<file path="src/rtl/register_dump_unit.sv">
// Debug reader: walks the register bank via port A and streams each word
// to the UART transmitter, MSB byte first, holding the pipeline while busy.
module register_dump_unit #(
  parameter int NB_REG     = 5,
  parameter int NB_DATA    = 32,
  parameter int N_REGISTER = 32,
  parameter int NB_BYTE    = 8
) (
  input  logic               i_clock,
  input  logic               i_reset,
  input  logic               i_start,
  output logic [NB_REG-1:0]  o_addr_ra,
  input  logic [NB_DATA-1:0] i_data_ra,
  output logic [NB_BYTE-1:0] o_tx_data,
  output logic               o_tx_start,
  input  logic               i_tx_done,
  output logic               o_busy,
  output logic               o_done
);

  localparam int NBYTES  = NB_DATA / NB_BYTE;
  localparam int NB_BIDX = (NBYTES > 1) ? $clog2(NBYTES) : 1;

  localparam logic [NB_BIDX-1:0] LAST_BYTE = NB_BIDX'(NBYTES - 1);
  localparam logic [NB_REG-1:0]  LAST_REG  = NB_REG'(N_REGISTER - 1);

  typedef enum logic [2:0] {
    S_IDLE,
    S_SET_ADDR,
    S_CAPTURE,
    S_SEND,
    S_WAIT_TX,
    S_NEXT,
    S_DONE
  } state_e;

  state_e               state_q, state_d;
  logic [NB_REG-1:0]    reg_idx_q, reg_idx_d;
  logic [NB_BIDX-1:0]   byte_idx_q, byte_idx_d;
  logic [NB_DATA-1:0]   shift_q, shift_d;

  always_ff @(posedge i_clock) begin
    if (i_reset) begin
      state_q    <= S_IDLE;
      reg_idx_q  <= '0;
      byte_idx_q <= '0;
      shift_q    <= '0;
    end else begin
      state_q    <= state_d;
      reg_idx_q  <= reg_idx_d;
      byte_idx_q <= byte_idx_d;
      shift_q    <= shift_d;
    end
  end

  always_comb begin
    state_d    = state_q;
    reg_idx_d  = reg_idx_q;
    byte_idx_d = byte_idx_q;
    shift_d    = shift_q;
    unique case (state_q)
      S_IDLE: begin
        if (i_start) begin
          state_d   = S_SET_ADDR;
          reg_idx_d = '0;
        end
      end
      S_SET_ADDR: state_d = S_CAPTURE;
      S_CAPTURE: begin
        shift_d    = i_data_ra;
        byte_idx_d = '0;
        state_d    = S_SEND;
      end
      S_SEND: state_d = S_WAIT_TX;
      // Done pulses are only honoured here, so stray ones elsewhere are dropped.
      S_WAIT_TX: begin
        if (i_tx_done) begin
          shift_d = shift_q << NB_BYTE;
          if (byte_idx_q == LAST_BYTE) begin
            state_d = S_NEXT;
          end else begin
            byte_idx_d = byte_idx_q + 1'b1;
            state_d    = S_SEND;
          end
        end
      end
      S_NEXT: begin
        if (reg_idx_q == LAST_REG) begin
          state_d = S_DONE;
        end else begin
          reg_idx_d = reg_idx_q + 1'b1;
          state_d   = S_SET_ADDR;
        end
      end
      S_DONE:  state_d = S_IDLE;
      default: state_d = S_IDLE;
    endcase
  end

  assign o_addr_ra  = reg_idx_q;
  assign o_tx_data  = shift_q[NB_DATA-1 -: NB_BYTE];
  assign o_tx_start = (state_q == S_SEND);
  assign o_busy     = (state_q != S_IDLE);
  assign o_done     = (state_q == S_DONE);

endmodule

</file>
<file path="config.mk">
export PLATFORM = sky130hd
export DESIGN_NAME = register_dump_unit
export DESIGN_NICKNAME = d
export VERILOG_FILES = /design/src/rtl/register_dump_unit.sv
export SDC_FILE = /design/constraint.sdc
export NUM_CORES = 1
export LEC_CHECK = 0
export BUFFER_PORTS_ARGS = -buffer_cell sky130_fd_sc_hd__buf_2
export CORE_ASPECT_RATIO = 1.25
export CORE_MARGIN = 5
export CORE_UTILIZATION = 52
export DETAILED_ROUTE_END_ITERATION = 8
export PLACE_DENSITY = 0.84
export SLEW_MARGIN = 20
export SYNTH_ARGS = -nofsm -noshare
export SYNTH_HDL_FRONTEND = slang
export SYNTH_SLANG_ARGS = --single-unit
export TNS_END_PERCENT = 10
</file>
<file path="constraint.sdc">
create_clock -name i_clock -period 2.4 [get_ports i_clock]
set_input_delay 0.72 -clock i_clock [delete_from_list [all_inputs] [get_ports i_clock]]
set_output_delay 0.72 -clock i_clock [all_outputs]
set_load 0.005 [all_outputs]
</file>
### Yosys cells after proc, flatten, opt, wreduce, memory -nomap -nowiden

Cells that the tools add are included.

| cells by class | value |
|---|---|
| add/sub/neg operators | 2 |
| reduce and logical (&&, ||, !) cells | 8 |
| muxes and demuxes | 13 |
| eq/ne operators | 12 |

Operator list:

| operator | count |
|---|---|
| $pmux W32 S2 | 1 |
| $mux W32 | 1 |
| $pmux W3 S6 | 1 |
| $mux W3 | 4 |
| $mux W5 | 2 |
| $pmux W5 S2 | 1 |
| $eq A3 B3 Y1 const B | 3 |
| $ne A2 B2 Y1 const B | 4 |
| $eq A3 B2 Y1 const B | 2 |
| $reduce_and A3 Y1 | 2 |
| $add A5 B1 Y5 const B | 1 |
| $eq A5 B5 Y1 const B | 1 |
| $mux W2 | 2 |
| $pmux W2 S2 | 1 |
| $reduce_and A2 Y1 | 2 |
| $reduce_bool A2 Y1 | 2 |
| $eq A3 B1 Y1 const B | 1 |
| $logic_not A3 Y1 | 1 |
| $reduce_bool A3 Y1 | 1 |
| $add A2 B1 Y2 const B | 1 |
| $eq A2 B2 Y1 const B | 1 |

| word-level totals | value |
|---|---|
| output and inout bits | 16 |
| flip-flop bits (word level) | 42 |
| bits of input ports | 36 |

### Depth between registers and ports, before layout

Gate-level depths: netlist (run 1).

| depth | value |
|---|---|
| depth in word-level cells | 4 |
| mapped depth | 7 |
| depth with buffers taken out | 7 |

### Least setup slack after synthesis (run 1)

No wires, ideal clock.

| timing | value |
|---|---|
| path kind | register -> register |
| start point | register reg_idx_q[0], in the netlist o_addr_ra[0] |
| end point | register reg_idx_q[2], in the netlist o_addr_ra[2] |
| data required time | 2330 ps |
| setup slack | 708 ps |
| cell stages (with the launch flop) | 8 |
| period minus slack after synthesis | 1692 ps |
| arrival time | 1621 ps |
| library setup time | 70 ps |
| path buffers | 0 |
| cells stage by stage | dfxtp_1 ha_1 and3_1 ha_1 and4bb_4 a31oi_1 o21ai_1 a21oi_1 |

| between the ends | value |
|---|---|
| longest elaborated chain between the ends | 3 |
| elaborated cells between the ends (all ways) | 6 |

RTL lines:

| what | line | RTL |
|---|---|---|
| start: declaration | 38 | `logic [NB_REG-1:0] reg_idx_q, reg_idx_d;` |
| start signal: assignment | 50 | `reg_idx_q <= reg_idx_d;` |
| $add A5 B1 Y5 / $eq A5 B5 Y1 (equally long branches) | 91, 88 |  |
| $mux W5 / $ne A2 B2 Y1 (equally long branches) | -- |  |
| $pmux W5 S2 / $reduce_and A3 Y1 (equally long branches) | -- |  |

Parallel ways exist; a longest one is shown, timed or not. The select of a mux whose other input is x is not followed.
A chain may end at the register's enable or synchronous reset.

### Final worst setup path (run 1)

| timing | value |
|---|---|
| start point | register state_q[0] |
| end point | output port o_tx_start |

| between the ends | value |
|---|---|
| longest elaborated chain between the ends | 1 |

RTL lines:

| what | line | RTL |
|---|---|---|
| start: declaration | 37 | `state_e state_q, state_d;` |
| start signal: assignment | 49 | `state_q <= state_d;` |
| $eq A3 B2 Y1 | 102 | `assign o_tx_start = (state_q == S_SEND);` |
| end: declaration | 15 | `output logic o_tx_start,` |

No other way between the ends.

==> results of run 1 <==
-- synthesized netlist by cell type, types with 3 or more instances --
| cell | count |
|---|---|
| dfxtp_1 | 42 |
| nor2_1 | 40 |
| a211oi_1 | 25 |
| mux2i_1 | 25 |
| buf_4 | 11 |
| a21oi_1 | 8 |
| a22oi_1 | 8 |
| clkbuf_1 | 5 |
| nand2_1 | 4 |
| a31oi_1 | 3 |
| and3_1 | 3 |
| buf_2 | 3 |
| ha_1 | 3 |
| nand3b_1 | 3 |
| nor2b_1 | 3 |
| o21ai_0 | 3 |
-- cells by family after synthesis --
group	Yosys count	share of synthesized area, %
DFF	42	41.4
buffers and inverters	26	9.36
xor gates and xnor gates	1	0.431
and+or+nand+nor	65	16.3
AOI/OAI and AO/OA	53	18.4
adders and majority gates	3	1.85
muxes	25	12.3
-- area by class of cell --
| cell class | count | area, um^2 |
|---|---|---|
| tap | 54 | 67.6 |
| fill | 339 | 1500 |
| timing repair buffer | 54 | 278 |
| sequential | 42 | 841 |
| clock buffer | 5 | 68.8 |
| inverter | 2 | 7.51 |
| multi-input combinational | 147 | 1000 |
| clock inverter | 3 | 25.0 |
-- worst min-delay path by stage --
stage	slack (ns)	endpoint
floorplan	0.45	byte_idx_q[1]$_SDFFE_PP0P_
global placement	0.46	o_addr_ra[4]$_SDFFE_PP0P_
detailed placement	0.47	o_addr_ra[4]$_SDFFE_PP0P_
CTS	0.49	o_addr_ra[4]$_SDFFE_PP0P_
global route	0.51	o_addr_ra[4]$_SDFFE_PP0P_
finish	0.49	o_addr_ra[4]$_SDFFE_PP0P_
-- power by group --
part	switching [mW]	internal [mW]	leakage, nW
Sequential	0.0439	0.755	0.341
Clock	0.261	0.210	0.0447
Combinational	0.132	0.117	0.488
Total	0.437	1.08	0.874
-- flip-flops by register name, indices dropped and copies added, names as in the netlist --
| signal | count |
|---|---|
| shift_q | 32 |
| o_addr_ra | 5 |
| state_q | 3 |
| byte_idx_q | 2 |
-- metrics by stage --
stage,power (mW),cells,worst slack [ns]
global route,1.61,307,0.00155
finish,1.52,307,0.165
detailed placement,1.07,299,0.484
global placement,1.06,299,0.561
floorplan,1.02,215,0.708
CTS,1.54,307,0.175
-- worst reg2reg max path, delay by kind of cell (launching register included) --
family	cells	cell delay, ns
simple gates	2	0.45
flops	1	0.40
compound gates	3	0.67
fa+ha+maj	2	0.40
-- routing by layer --
| layer | wire length (um) | share of wire [%] | vias up | track usage, % |
|---|---|---|---|---|
| met5 | 0 | 0 | - | 0 |
| met4 | 53 | 1.3 | 0 | 5.39 |
| met3 | 249 | 6.0 | 7 | 6.06 |
| met2 | 2040 | 49 | 43 | 28.5 |
| met1 | 1810 | 44 | 743 | 18.7 |
| li1 | - | - | 856 | - |
-- cells in the final DEF (no fill, tap or decap), types with 2 or more instances in the layout --
cell	count
ha_1	3
buf_4	3
nor2_1	40
nor2b_1	3
nand3_1	2
nand4_1	2
a31oi_1	3
o21ai_1	2
and3_1	3
buf_2	51
clkbuf_8	5
a211oi_1	25
o21ai_0	3
a21oi_1	8
a22oi_1	8
dfxtp_1	42
mux2i_1	25
nand2_1	4
nand3b_1	3
==> metrics.txt, run 1 <==
status=completed; worst min path class=reg2reg; synth warn=0; synth top area cells=dfxtp_1 (41%), mux2i_1 (12%), a211oi_1 (9.2%); first-pass GRT wire length=6780 um; CP Cell Sequence=inv_2, nor3_1, buf_2; root buffer cell=clkbuf_8; largest net degree at the start of global routing=49; Worst-path clk slew=0.08 ns; die area=5260 um^2; initial DRC count=77; Setup Fix Bufs, Post-CTS=0; placed cell areas=2190 um^2; highest-delay cell along the critical path=dfxtp_1; Worst path depth=3; initial antenna violation count=0; # hold bufs at CTS=0; number of port buffers=51; WL final=4150 um; relative max-transition margin=52.2%; Detailed Place HPWL=2960 um; core region area=3780 um^2; WS Path Type=reg2out; top-area cell type share of the netlist area=41.4%; Worst Setup SP=state_q[0]$_SDFFE_PP0P_; Main synth FF type=dfxtp_1; Residual DRC=0; Via density=5.37; CP max FO=15; area grow syn2layout=12.6%; Leakage Power=0.874 nW; CP startpoint kind=flop; hold slack=0.486 ns; post-layout util=60.4%; Final #Nets=291; vias in the first global route=1614; syn_area_per_cell=9.45 um^2; Die W=65.9 um; H-tree Lvls=2; design area=2290 um^2; PD cells=664 nW/um^2; ANT cells=0; grt total ovfl=0; setup violators final=0; post-route setup TNS=0 ns; CP max stage delay=0.67 ns; top-level I/O count=52; layout cells sized above 1=26.5%; max_cap viols=0; Sink Count=42; Seq/Total Area, Yosys=41.4%; worst r2r dst=o_addr_ra[2]$_SDFFE_PP0P_; Synth Net Count=254; routed vias=1649; largest area contributor in the netlist=dfxtp_1; Hold Startpoint=o_addr_ra[4]$_SDFFE_PP0P_; unrepaired setup endpoints after global routing=false; starting density of the core=53.7%; Final min period=2.23 ns; Critical R2R Launch=o_addr_ra[0]$_SDFFE_PP0P_; Worst R2R Setup Slack=0.40 ns; final hold viol count=0; Post-synth EDFFs=0; CP Data Arrival Time=1.51 ns; CTS tree=done; drt pass-1 iters=4; Resize count post-CTS=0; Worst Path Required=1.68 ns; FF-to-FF path depth=7; Setup crit end kind=output port; worst-margin pin slew=0.714 ns; ys async rst share=0%; CP endpoint=o_tx_start; CTS Buf Count=5; Unique masters post-synth=37; WL/cell=13.5 um; clock buffer depth=2; Post-Synthesis Cells=215; die height=79.9 um; Yosys reg bits=42; antenna violation net count after detailed routing=0; CP delay by family, top=flip-flops; FMAX=0.447 GHz; FP Rows=25; Period Utilization, post-route=93.1%; Tot GR Track Use=16.6%; Cells on Worst Hold Path=2; CP Buf/Inv Count=2; Peak VDD IR=0.372 mV; routability cong.=0.856; Post-Syn Area=2030 um^2; worst clock skew=0.00598 ns; Clock Latency Late Sink=0.30 ns; final number of max-transition violations=0
(Power assumes the default switching activity.)
==> run 2, diff against run 1 <==
CORE_UTILIZATION = 56   (was 52)
GPL_TIMING_DRIVEN = 0   (was unset)
PLACE_DENSITY = 0.89   (was 0.84)
clock period = 2.7 ns   (was 2.4 ns; I/O delays follow)
==> run 2 against run 1 <==
  * Global-route usage increased by 2.7 points
  * Critical path depth unchanged
  * Combinational power increased by 11%
  * Non-clock buffer count increased by 20
  * Worst hold slack got worse by 0.0032 ns
  * Critical path type unchanged
  * Critical endpoint is now o_done
==> metrics.txt, run 2 (synthesis gave the netlist of run 1 again) <==
status=completed (unchanged); Post-Layout Cell Count=312 (was 307); drt pass-1 iters=4 (unchanged); Die W=63.9 um (was 65.9 um); CP Cell Sequence=clkbuf_1, and3_1, buf_2 (was inv_2, nor3_1, buf_2); first-pass GRT wire length=7770 um (was 6780 um); Worst Path Required=1.89 ns (was 1.68 ns); max FFs per register=32 (unchanged); worst r2r dst=o_addr_ra[2]$_SDFFE_PP0P_ (unchanged); root buffer cell=clkbuf_8 (unchanged); worst-margin pin slew=0.679 ns (was 0.714 ns); CP startpoint kind=flop (unchanged); grt total ovfl=0 (unchanged); core region area=3480 um^2 (was 3780 um^2); Period Utilization, post-route=84.6%; die height=77.3 um (was 79.9 um); top-level I/O count=52 (unchanged); commonest cells after routing, fill and taps aside=buf_2 (53), dfxtp_1 (42), nor2_1 (40) (was buf_2 (51), dfxtp_1 (42), nor2_1 (40)); ANT cells=0 (unchanged); vias in the first global route=1806 (was 1614); FP Rows=24 (was 25); max_cap viols=0 (unchanged); Resize count post-CTS=0 (unchanged); Residual DRC=0 (unchanged); Leakage Power=0.971 nW (was 0.874 nW); final number of max-transition violations=0 (unchanged); Sink Count=42 (unchanged); H-tree Lvls=2 (unchanged); Critical R2R Launch=o_addr_ra[0]$_SDFFE_PP0P_ (unchanged); most common cell after layout, fill and taps aside=buf_2 (unchanged); highest-delay cell along the critical path=dfxtp_1 (unchanged); largest net degree at the start of global routing=14 (was 49); CTS Buf Count=5 (unchanged); WS Path Type=reg2out (unchanged); WL final=4570 um (was 4150 um); CP max FO=10 (was 15); layout cells sized above 1=29.3% (was 26.5%); Detailed Place HPWL=3380 um (was 2960 um); setup violators final=0 (unchanged); antenna violation net count after detailed routing=0 (unchanged); Via density=5.74 (was 5.37); Worst Setup SP=state_q[2]$_SDFFE_PP0P_ (was state_q[0]$_SDFFE_PP0P_); Final min period=2.28 ns; final hold viol count=0 (unchanged); WHS Endpoint=o_addr_ra[4]$_SDFFE_PP0P_ (unchanged); total power=1.47 mW (was 1.52 mW); Worst R2R Setup Slack=0.73 ns (was 0.40 ns); number of port buffers=50 (was 51); CP Data Arrival Time=1.47 ns (was 1.51 ns); Peak VDD IR=0.448 mV (was 0.372 mV); Hold Startpoint=o_addr_ra[4]$_SDFFE_PP0P_ (unchanged); most flop-heavy register=shift_q (unchanged); routability cong.=0.887 (was 0.856); relative max-transition margin=54.5% (was 52.2%); WL/cell=14.7 um (was 13.5 um); initial DRC count=42 (was 77); placed cells=304 (was 299); clock buffer depth=2 (unchanged); worst min path class=reg2reg (unchanged); Worst-path clk slew=0.08 ns (about the same); Register Area=841 um^2 (unchanged); worst clock skew=0.00985 ns (was 0.00598 ns); post-layout util=70.0% (was 60.4%); PD cells=603 nW/um^2 (was 664 nW/um^2); Clock Latency Late Sink=0.30 ns (about the same); FF-to-FF path depth=7 (unchanged); CP max stage delay=0.49 ns (was 0.67 ns); FMAX=0.438 GHz; Tot GR Track Use=19.3% (was 16.6%); Cells on Worst Hold Path=2 (unchanged); hold slack=0.482 ns (was 0.486 ns); Final #Nets=311 (was 291); area of the multi-input gates=1000 um^2 (unchanged); fill cell count=275 (was 339); Setup crit end kind=output port (unchanged); routed vias=1791 (was 1649); starting density of the core=58.3% (was 53.7%); die area=4940 um^2 (was 5260 um^2); initial antenna violation count=0 (unchanged); CP Buf/Inv Count=2 (unchanged); area grow syn2layout=20.1% (was 12.6%); post-route setup TNS=0 ns (unchanged); # hold bufs at CTS=0 (unchanged); Setup Fix Bufs, Post-CTS=0 (unchanged); CTS tree=done (unchanged); CP delay by family, top=flip-flops (unchanged); unrepaired setup endpoints after global routing=false (unchanged)
-- run 2: cell types whose count changed in the layout (fill, tap and decap cells not counted), moves of 2 or more --
cell / delta
buf_2: +2
buf_12: +2
clkbuf_1: +6
buf_6: +2
buf_4: +8
-- run 2: area by class of cell --
| cell class | count | area share [%] |
|---|---|---|
| plain buffers | 24 | 7.49 |
| clock buffers | 6 | 2.97 |
| clock inverters | 2 | 1.54 |
| inverters | 2 | 0.308 |
| multi-input cells | 147 | 41.0 |
| flip-flops and latches | 42 | 34.5 |
| well taps | 39 | 2.00 |
| repair buffers | 50 | 10.3 |
-- run 2: tightest hold or removal path, delay by kind of cell, from the launching register on --
kind             cells  cell delay (ns)
AND/OR/NAND/NOR      1             0.06
flip-flops           1             0.33
AO/OA/AOI/OAI        1             0.05
-- run 2: power by group --
part           total (mW)  switching [mW]  internal (mW)
Sequential          0.702          0.0303          0.671
Clock               0.494           0.218          0.276
Combinational       0.276           0.143          0.133
-- run 2: through the flow --
step	setup WS [ns]	area [um^2]
final	0.417	2440
after global routing	0.269	2440
after CTS	0.410	2440
after detailed placement	0.786	2330
after global placement	0.788	2330
after floorplan	0.992	2030
-- run 2: worst max-delay path by stage --
| stage | endpoint | slack (ns) | cells after the start |
|---|---|---|---|
| global placement | o_done | 0.79 | 3 |
| detailed placement | o_addr_ra[2]$_SDFFE_PP0P_ | 0.79 | 7 |
| CTS | o_done | 0.41 | 3 |
| finish | o_done | 0.42 | 3 |
| floorplan | o_done | 0.99 | 2 |
| global route | o_tx_start | 0.27 | 3 |
-- run 2: per-layer routing --
layer  global-route usage [%]  wire, um  vias up
li1                         -         -      886
met1                     21.2      1830      842
met2                     33.6      2390       56
met3                     5.56       281        7
met4                     8.52        69        0
met5                        0         0        -
==> run 3, diff against run 2 <==
CORE_UTILIZATION = 47   (was 56)
PLACE_DENSITY = 0.8   (was 0.89)
clock period = 1.9 ns   (was 2.7 ns; I/O delays follow)
==> run 3 against run 2 <==
  * Sequential share of layout area shrank 0.56 points
  * Flip-flop and latch count is the same
  * Largest power group unchanged
  * Final cell count grew 5.4%
  * Combinational power grew 42%
  * Sequential power grew 42%
==> metrics.txt, run 3 (synthesis gave the netlist of run 1 again) <==
WS Path Type=reg2out (unchanged); PD cells=839 nW/um^2 (was 603 nW/um^2); Register Area=842 um^2 (was 841 um^2); relative max-transition margin=54.3% (was 54.5%); starting density of the core=49.2% (was 58.3%); routed vias=1701 (was 1791); first-pass GRT wire length=7360 um (was 7770 um); Peak VDD IR=0.370 mV (was 0.448 mV); vias in the first global route=1714 (was 1806); Sink Count=42 (unchanged); final hold viol count=0 (unchanged); antenna violation net count after detailed routing=0 (unchanged); WL final=4530 um (was 4570 um); worst clock skew=0.00582 ns (was 0.00985 ns); core region area=4130 um^2 (was 3480 um^2); worst-margin pin slew=0.682 ns (was 0.679 ns); placed cells=321 (was 304); commonest cells after routing, fill and taps aside=buf_2 (53), dfxtp_1 (41), nor2_1 (40) (was buf_2 (53), dfxtp_1 (42), nor2_1 (40)); area grow syn2layout=22.3% (was 20.1%); Clock Latency Late Sink=0.29 ns (was 0.30 ns); max FFs per register=32 (unchanged); WL/cell=13.8 um (was 14.7 um); Detailed Place HPWL=3430 um (was 3380 um); worst min path class=reg2reg (unchanged); Die W=68.8 um (was 63.9 um); Setup Fix Bufs, Post-CTS=0 (unchanged); setup violators final=0 (unchanged); hold slack=0.485 ns (was 0.482 ns); CTS tree=done (unchanged); total power=2.08 mW (was 1.47 mW); # hold bufs at CTS=0 (unchanged); max_cap viols=0 (unchanged); initial DRC count=50 (was 42); clock buffer depth=2 (unchanged); Tot GR Track Use=16.4% (was 19.3%); Setup crit end kind=output port (unchanged); Final #Nets=311 (unchanged); Leakage Power=0.979 nW (was 0.971 nW); Worst-path clk slew=0.07 ns (was 0.08 ns); grt total ovfl=0 (unchanged); layout cells sized above 1=30.8% (was 29.3%); die area=5740 um^2 (was 4940 um^2); most flop-heavy register=shift_q (unchanged); Period Utilization, post-route=96.3%; area of the multi-input gates=1020 um^2 (was 1000 um^2); Post-Layout Cell Count=329 (was 312); die height=83.5 um (was 77.3 um); top-level I/O count=52 (unchanged); fill cell count=388 (was 275); routability cong.=0.801 (was 0.887); H-tree Lvls=2 (unchanged); root buffer cell=clkbuf_8 (unchanged); FP Rows=26 (was 24); CP Data Arrival Time=1.26 ns (was 1.47 ns); CTS Buf Count=5 (unchanged); CP max FO=10 (unchanged); most common cell after layout, fill and taps aside=buf_2 (unchanged); Final min period=1.83 ns; post-layout util=60.1% (was 70.0%); CP startpoint kind=flop (unchanged); Via density=5.17 (was 5.74); ANT cells=0 (unchanged); Residual DRC=0 (unchanged); drt pass-1 iters=4 (unchanged); Worst Path Required=1.33 ns (was 1.89 ns); unrepaired setup endpoints after global routing=false (unchanged); number of port buffers=50 (unchanged); final number of max-transition violations=0 (unchanged); DP Worst Slack=-0.0288 ns (was 0.786 ns); initial antenna violation count=0 (unchanged); status=completed (unchanged); Final WS setup=0.0711 ns (was 0.417 ns); FMAX=0.547 GHz; largest net degree at the start of global routing=14 (unchanged)
## run 3: through the flow
step / cell area (um^2) / TNS [ns]
after floorplan: 2030 / 0
after global placement: 2350 / -0.00662
after detailed placement: 2350 / -0.0752
after CTS: 2470 / -0.00761
after global routing: 2480 / 0
final: 2480 / 0
## run 3: repair_timing
action                     4_1_cts  5_1_grt
pin swaps                        0        1
gates resized for setup          3        2
cloned                           0        0
setup endpoints to repair        7        7
## run 3: worst paths after layout
| check | from | endpoint | slack (ns) | depth (start not counted) |
|---|---|---|---|---|
| worst max-delay path | state_q[2]$_SDFFE_PP0P_ | o_tx_start | 0.07 | 3 |
| worst min-delay path | o_addr_ra[4]$_SDFFE_PP0P_ | o_addr_ra[4]$_SDFFE_PP0P_ | 0.48 | 2 |
| worst max register to register | o_addr_ra[0]$_SDFFE_PP0P_ | o_addr_ra[3]$_SDFFE_PP0P_ | 0.11 | 7 |
| worst min register to register | o_addr_ra[4]$_SDFFE_PP0P_ | o_addr_ra[4]$_SDFFE_PP0P_ | 0.48 | 2 |
## run 3: critical path, stage by stage (launching register included)
cell,delay [ns]
dfxtp_2,0.37
clkbuf_2,0.21
nor3_2,0.25
buf_2,0.15
## run 3: power breakdown
| group | total (mW) | switching (mW) | internal, mW | leakage (nW) |
|---|---|---|---|---|
| registers | 0.997 | 0.0425 | 0.954 | 0.342 |
| clock network | 0.695 | 0.303 | 0.392 | 0.0514 |
| logic | 0.392 | 0.200 | 0.193 | 0.586 |
| total | 2.08 | 0.545 | 1.54 | 0.979 |
## run 3: final cells by class
class | count | share of cell area, %
sequential | 42 | 33.9
clock buffer | 6 | 2.92
tap | 56 | 2.82
inverter | 2 | 0.302
timing repair buffer | 50 | 10.1
buffer | 24 | 7.41
clock inverter | 2 | 1.51
multi-input combinational | 147 | 41.1
## run 3: layer usage
metal,vias to the layer above,part of all wire (%),global-route usage [%]
li1,884,-,-
met4,0,1.3,6.74
met1,772,42,17.9
met3,5,5.7,4.04
met2,40,51,28.9
met5,-,0,0
